$ cat config.mk
export PLATFORM = sky130hd
export DESIGN_NAME = inst_encoder
export DESIGN_NICKNAME = d
export VERILOG_FILES = /design/src/rtl/inst_encoder.sv
export SDC_FILE = /design/constraint.sdc
export NUM_CORES = 1
export LEC_CHECK = 0
export BUFFER_PORTS_ARGS = -buffer_cell sky130_fd_sc_hd__clkbuf_2
export CORE_MARGIN = 5
export CORE_UTILIZATION = 54
export DETAILED_ROUTE_END_ITERATION = 8
export GPL_TIMING_DRIVEN = 0
export PLACE_DENSITY = 0.8
export SYNTH_ARGS = -nofsm -noshare
export SYNTH_HDL_FRONTEND = slang
export SYNTH_SLANG_ARGS = --single-unit
$ cat constraint.sdc
create_clock -name clk -period 3.1 [get_ports clk]
set_clock_uncertainty 0.1 [all_clocks]
set_input_delay 0.465 -clock clk [delete_from_list [all_inputs] [get_ports clk]]
set_output_delay 0.465 -clock clk [all_outputs]
set_load 0.01 [all_outputs]
$ cat src/rtl/inst_encoder.sv
// Two-stage RV64I instruction encoder: field bundle in, 32-bit instruction word out.
// Define ENCODER_RV64W_EN to also encode OP-IMM-32 / OP-32 (RV64 word ops).
module inst_encoder (
    input  logic        clk,
    input  logic        resetn,
    input  logic        in_valid,
    output logic        in_ready,
    input  logic [6:0]  in_opcode,
    input  logic [2:0]  in_funct3,
    input  logic        in_alt,
    input  logic [4:0]  in_rd,
    input  logic [4:0]  in_rs1,
    input  logic [4:0]  in_rs2,
    input  logic [63:0] in_imm,
    output logic        out_valid,
    input  logic        out_ready,
    output logic [31:0] out_inst,
    output logic        out_err
);

    typedef enum logic [6:0] {
        OPC_LUI        = 7'b0110111,
        OPC_AUIPC      = 7'b0010111,
        OPC_JAL        = 7'b1101111,
        OPC_JALR       = 7'b1100111,
        OPC_BRANCH     = 7'b1100011,
        OPC_LOAD       = 7'b0000011,
        OPC_STORE      = 7'b0100011,
        OPC_OP_IMM     = 7'b0010011,
        OPC_OP         = 7'b0110011,
        OPC_MISC_MEM   = 7'b0001111,
        OPC_SYSTEM     = 7'b1110011,
        OPC_OP_IMM_32  = 7'b0011011,
        OPC_OP_32      = 7'b0111011
    } opcode_e;

    localparam logic [31:0] NOP_WORD = 32'h0000_0013;

    logic        s1_valid;
    logic [6:0]  s1_opcode;
    logic [2:0]  s1_funct3;
    logic        s1_alt;
    logic [4:0]  s1_rd;
    logic [4:0]  s1_rs1;
    logic [4:0]  s1_rs2;
    logic [63:0] s1_imm;

    logic        s2_valid;
    logic [31:0] s2_inst;
    logic        s2_err;

    logic        s2_ready;
    logic [31:0] word;
    logic        legal;
    logic        fits12, fits13, fits21, fits32;
    logic [31:0] i_word, s_word, b_word, r_word;

    assign s2_ready  = !s2_valid || out_ready;
    assign in_ready  = !s1_valid || s2_ready;
    assign out_valid = s2_valid;
    assign out_inst  = s2_inst;
    assign out_err   = s2_err;

    // Signed-range checks: all bits above the field's sign bit must equal it.
    assign fits12 = (&s1_imm[63:11]) || !(|s1_imm[63:11]);
    assign fits13 = (&s1_imm[63:12]) || !(|s1_imm[63:12]);
    assign fits21 = (&s1_imm[63:20]) || !(|s1_imm[63:20]);
    assign fits32 = (&s1_imm[63:31]) || !(|s1_imm[63:31]);

    assign i_word = {s1_imm[11:0], s1_rs1, s1_funct3, s1_rd, s1_opcode};
    assign s_word = {s1_imm[11:5], s1_rs2, s1_rs1, s1_funct3, s1_imm[4:0], s1_opcode};
    assign b_word = {s1_imm[12], s1_imm[10:5], s1_rs2, s1_rs1, s1_funct3,
                     s1_imm[4:1], s1_imm[11], s1_opcode};
    assign r_word = {1'b0, s1_alt, 5'b00000, s1_rs2, s1_rs1, s1_funct3, s1_rd, s1_opcode};

    always_comb begin
        word  = '0;
        legal = 1'b0;
        case (s1_opcode)
            OPC_LUI, OPC_AUIPC: begin
                word  = {s1_imm[31:12], s1_rd, s1_opcode};
                legal = (s1_imm[11:0] == '0) && fits32;
            end
            OPC_JAL: begin
                word  = {s1_imm[20], s1_imm[10:1], s1_imm[11], s1_imm[19:12], s1_rd, s1_opcode};
                legal = fits21 && !s1_imm[0];
            end
            OPC_JALR: begin
                word  = i_word;
                legal = (s1_funct3 == 3'b000) && fits12;
            end
            OPC_LOAD: begin
                word  = i_word;
                legal = (s1_funct3 != 3'b111) && fits12;
            end
            OPC_STORE: begin
                word  = s_word;
                legal = !s1_funct3[2] && fits12;
            end
            OPC_BRANCH: begin
                word  = b_word;
                legal = (s1_funct3[2:1] != 2'b01) && fits13 && !s1_imm[0];
            end
            OPC_OP_IMM: begin
                case (s1_funct3)
                    3'b001: begin
                        word  = {6'b000000, s1_imm[5:0], s1_rs1, s1_funct3, s1_rd, s1_opcode};
                        legal = !s1_alt && (s1_imm[63:6] == '0);
                    end
                    3'b101: begin
                        word  = {1'b0, s1_alt, 4'b0000, s1_imm[5:0], s1_rs1, s1_funct3,
                                 s1_rd, s1_opcode};
                        legal = (s1_imm[63:6] == '0);
                    end
                    default: begin
                        word  = i_word;
                        legal = fits12;
                    end
                endcase
            end
            OPC_OP: begin
                word  = r_word;
                legal = !s1_alt || (s1_funct3 == 3'b000) || (s1_funct3 == 3'b101);
            end
            OPC_MISC_MEM: begin
                word  = 32'h0FF0_000F;
                legal = 1'b1;
            end
            OPC_SYSTEM: begin
                word  = s1_alt ? 32'h0010_0073 : 32'h0000_0073;
                legal = 1'b1;
            end
`ifdef ENCODER_RV64W_EN
            OPC_OP_IMM_32: begin
                case (s1_funct3)
                    3'b000: begin
                        word  = i_word;
                        legal = fits12;
                    end
                    3'b001: begin
                        word  = {7'b0000000, s1_imm[4:0], s1_rs1, s1_funct3, s1_rd, s1_opcode};
                        legal = !s1_alt && (s1_imm[63:5] == '0);
                    end
                    3'b101: begin
                        word  = {1'b0, s1_alt, 5'b00000, s1_imm[4:0], s1_rs1, s1_funct3,
                                 s1_rd, s1_opcode};
                        legal = (s1_imm[63:5] == '0);
                    end
                    default: legal = 1'b0;
                endcase
            end
            OPC_OP_32: begin
                word  = r_word;
                legal = ((s1_funct3 == 3'b000) || (s1_funct3 == 3'b101))
                     || ((s1_funct3 == 3'b001) && !s1_alt);
            end
`endif
            default: legal = 1'b0;
        endcase
    end

    always_ff @(posedge clk) begin
        if (!resetn) begin
            s1_valid  <= 1'b0;
            s1_opcode <= '0;
            s1_funct3 <= '0;
            s1_alt    <= 1'b0;
            s1_rd     <= '0;
            s1_rs1    <= '0;
            s1_rs2    <= '0;
            s1_imm    <= '0;
            s2_valid  <= 1'b0;
            s2_inst   <= '0;
            s2_err    <= 1'b0;
        end else begin
            if (in_ready) begin
                s1_valid <= in_valid;
                if (in_valid) begin
                    s1_opcode <= in_opcode;
                    s1_funct3 <= in_funct3;
                    s1_alt    <= in_alt;
                    s1_rd     <= in_rd;
                    s1_rs1    <= in_rs1;
                    s1_rs2    <= in_rs2;
                    s1_imm    <= in_imm;
                end
            end
            // Output word only changes when S2 is empty or being drained.
            if (s2_ready) begin
                s2_valid <= s1_valid;
                if (s1_valid) begin
                    s2_inst <= legal ? word : NOP_WORD;
                    s2_err  <= !legal;
                end
            end
        end
    end

endmodule
==> run_results.csv <==
group,metric,value,unit
global_routing,global_route.usage.total,26.3,%
global_routing,grt.overflow.total,0,
sta,slew_headroom,49.0,%
logic_synthesis,synthesized_area_fraction_occupied_by_ao_oa_aoi_and_oai_cells,24.2,%
sta,final_period_demand_of_the_worst_path,2.75,ns
cells_and_area,flow.area_growth_from_synthesis,26.2,%
clock_network,tritoncts,"yes",
hold_path,hold_path_class,"primary input to flip-flop",
sta,timing_hold_violations_final,0,
clock_network,htreeDepth,4,
logic_synthesis,ys_seq_area_share,45.2,%
global_routing,grt_pass1_wl,26.2,mm
critical_path,worst_ep_required_time,3.46,ns
global_routing,grt_antenna_before_repair,0,
critical_path,timing.critical_path.to_type,"flip-flop",
clock_network,clk_transition_reported_paths,0.06,ns
critical_path,r2r-end,"out_inst[24]",
power_and_ir_drop,ir_worst_vdd,0.000386,V
drt,drt-initial-drc-count,366,
drt,route.detailed.wl_per_inst,16.5,µm
place,weighted_congestion_at_the_end_of_routability_driven_global_placement,0.943,
clock_network,cts_buf_count,17,
global_routing,grt_start_max_net_pins,17,
floorplanning,die-width,111,µm
logic_synthesis,synthFlopType,"dfxtp_1",
drt,routed-via-count,5386,
floorplanning,fp.coreArea,10100,µm²
floorplanning,floorplan.initialDensity,54.6,%
hold_path,hp-start,"in_imm[52]",
logic_synthesis,synth_edf_count,0,
sta,worst_slew_pin_slew,0.759,ns
place,detailedPlacementHpwl,12.0,mm
drt,firstDrtPassIters,7,
drt,route.antenna.remaining_nets,0,
logic_synthesis,mean_instance_size_in_the_synthesized_netlist,8.19,µm²
logic_synthesis,netlist_area,5540,µm²
logic_synthesis,synth-xor-area-share,0.158,%
cells_and_area,finalInstanceArea,6990,µm²
logic_synthesis,adder_cell_fraction_of_synth_area,0,%
critical_path,timing.reg2reg.worst_path_depth,9,
logic_synthesis,synth.top_cell.area_share,45.2,%
cells_and_area,nFillCells,823,
logic_synthesis,synth_top_family_by_area,"simple AND/OR/NAND/NOR gates",
logic_synthesis,synth.area.top_cells,"dfxtp_1 45%, nand2_1 15%, a21boi_0 12%, o21ai_2 3.2%, clkbuf_1 2.4%",
sta,finalCritPeriodShare,88.6,%
floorplanning,die_h,111,µm
cells_and_area,multi_input_comb_area,2810,µm²
floorplanning,design.portCount,129,
critical_path,cp.arrival,3.11,ns
clock_network,maximum_buffer_depth_of_the_clock_tree,2,
clock_network,post_cts_resize_count,0,
cells_and_area,drive_gt1_share,23.6,%
logic_synthesis,warnings_synthesis,0,
cells_and_area,nets,916,
clock_network,cts.root.buffer_cell,"clkbuf_8",
critical_path,critical_path_source_type,"flip-flop",
critical_path,critical_path_class,"flip-flop to flip-flop",
job,cap_viol_max_count,0,
logic_synthesis,synth_nets,770,
clock_network,insertion_delay,0.53,ns
logic_synthesis,synth_largest_area_cell,"dfxtp_1",
logic_synthesis,synth.lib_cells_used.distinct,51,
logic_synthesis,synth_simple_gate_area_share,26.0,%
logic_synthesis,synth_mux_area_share,0.384,%
sta,setup_violations,0,
drt,detail_route.wirelength,16.0,mm
clock_network,cts_setup_buffers,0,
place,numPortBuffers,127,
cells_and_area,final-seq-area,2500,µm²
logic_synthesis,synth_cells,676,
hold_path,whs_endpoint,"s1_imm[52]",
floorplanning,dieArea,12400,µm²
sta,fin_setup_tns,0,ns
global_routing,grt_pass1_vias,5368,
floorplanning,placement_rows,37,
critical_path,largest_fanout_of_any_net_on_the_critical_path,10,
drt,drc,0,
critical_path,worstReg2RegStart,"s1_opcode[2]",
logic_synthesis,ys_async_sr_fraction,0,%
hold_path,worst_hold_path.num_cells,3,
place,postPlaceCellArea,6340,µm²
clock_network,cts.sinks,125,
drt,drt-vias-per-instance,5.55,
clock_network,cts_hold_repair.buffers,0,
sta,rsz0062_at_grt,"false",
sta,fmaxAchievable,364,MHz
outcome,run_status,"completed",
power_and_ir_drop,power_leakage,0.00284,µW
cells_and_area,antenna_cells,0,
logic_synthesis,synth-seq-cells,125,
critical_path,ff2ff_setup_slack,0.35,ns
sta,slew_violations,0,
power_and_ir_drop,pwr_density_cell,600,nW/µm²
-- cell families (layout without fill, tap and decap cells) --
family | Yosys count | count (layout)
and+or+nand+nor | 318 | 318
muxes | 2 | 2
DFF | 125 | 125
xor gates and xnor gates | 1 | 1
buffers and inverters | 51 | 209
AOI/OAI and AO/OA | 179 | 179
-- worst max-delay path: stages, from the launching register on --
cell and delay [ns]:
dfxtp_1 0.30, buf_2 0.21, inv_1 0.09, nor4_2 0.68, nor4bb_1 0.37, o21ai_0 0.13
nand4_2 0.19, o311ai_4 0.22, buf_6 0.23, o21ai_2 0.14
-- layer usage --
metal  vias to the layer above  GRT usage (%)  routed length, µm
met4                         0           10.2                419
met5                         -              0                  0
li1                       2645              -                  -
met2                       211           44.3               7810
met1                      2491           31.7               6720
met3                        39           7.59               1090
-- registers in the layout, summed over array words and instances, names as in the netlist --
register   count
s1_opcode      7
out_valid      1
s1_rd          5
s1_valid       1
s1_rs1         5
out_inst      32
s1_alt         1
s1_imm        64
s1_funct3      3
out_err        1
s1_rs2         5
-- how the worst max path moves through the flow --
stage,slack (ns),endpoint,cells past startpoint,from
finish,0.35,out_inst[24],9,s1_opcode[2]
global route,0.16,out_inst[17],8,s1_opcode[6]
CTS,0.42,out_inst[24],9,s1_opcode[2]
detailed placement,0.45,out_inst[24],9,s1_opcode[2]
global placement,0.52,out_inst[14],9,s1_opcode[2]
floorplan,0.93,out_inst[26],9,s1_funct3[2]
-- layout make-up --
| class | count | share of cell area [%] |
|---|---|---|
| plain buffers | 47 | 2.94 |
| clock buffers | 26 | 7.42 |
| clock inverters | 5 | 1.79 |
| inverters | 4 | 0.215 |
| multi-input cells | 500 | 40.3 |
| flip-flops and latches | 125 | 35.8 |
| well taps | 136 | 2.44 |
| repair buffers | 127 | 9.10 |
-- placed cells by master (no fill, tap or decap), types with 5 or more instances in the layout --
cell type,n
nor2_1,6
o21ai_0,16
buf_2,5
a21boi_0,90
a22oi_1,16
and3_1,5
dfxtp_1,125
clkbuf_1,38
nand4_1,12
clkbuf_16,16
nor2b_1,7
clkbuf_2,127
o21a_1,5
o21ai_2,20
nor3_1,9
nand2_1,228
a21oi_1,13
clkbuf_8,8
nand3_1,11
nor4_1,15
-- report_power, final --
part           total (µW)  leakage [µW]  internal, µW  switching (µW)
Combinational         319       0.00150           137             182
Sequential           1750       0.00103          1680            67.0
Clock                2130      0.000317          1450             677
-- cells in the mapped netlist (2+ instances only) --
library cell,number
nand2_1,228
dfxtp_1,125
a21boi_0,90
clkbuf_1,36
o21ai_2,20
a22oi_1,16
o21ai_0,16
nor4_1,15
a21oi_1,13
nand4_1,12
nand3_1,11
nor3_1,9
nor2b_1,7
nor2_1,6
and3_1,5
buf_2,5
o21a_1,5
a221o_1,4
and3b_1,4
inv_1,4
nand3b_1,4
or3_1,3
a211oi_1,2
a21oi_2,2
a221oi_1,2
and2_1,2
buf_1,2
buf_4,2
buf_6,2
nor4bb_1,2
or2_2,2
-- stage by stage --
| stage | hold slack (ns) | total power [µW] | util, % | cells | worst slack, ns |
|---|---|---|---|---|---|
| finish | 0.0622 | 4190 | 68.9 | 970 | 0.353 |
| global placement | 0.335 | 2080 | 62.6 | 939 | 0.517 |
| CTS | 0.0428 | 4220 | 68.9 | 970 | 0.419 |
| global route | 0.0531 | 4340 | 68.9 | 970 | 0.161 |
| detailed placement | 0.342 | 2090 | 62.6 | 939 | 0.446 |
| floorplan | 0.343 | 1950 | - | 676 | 0.930 |
Note: power is estimated with default switching activity, not from simulation.
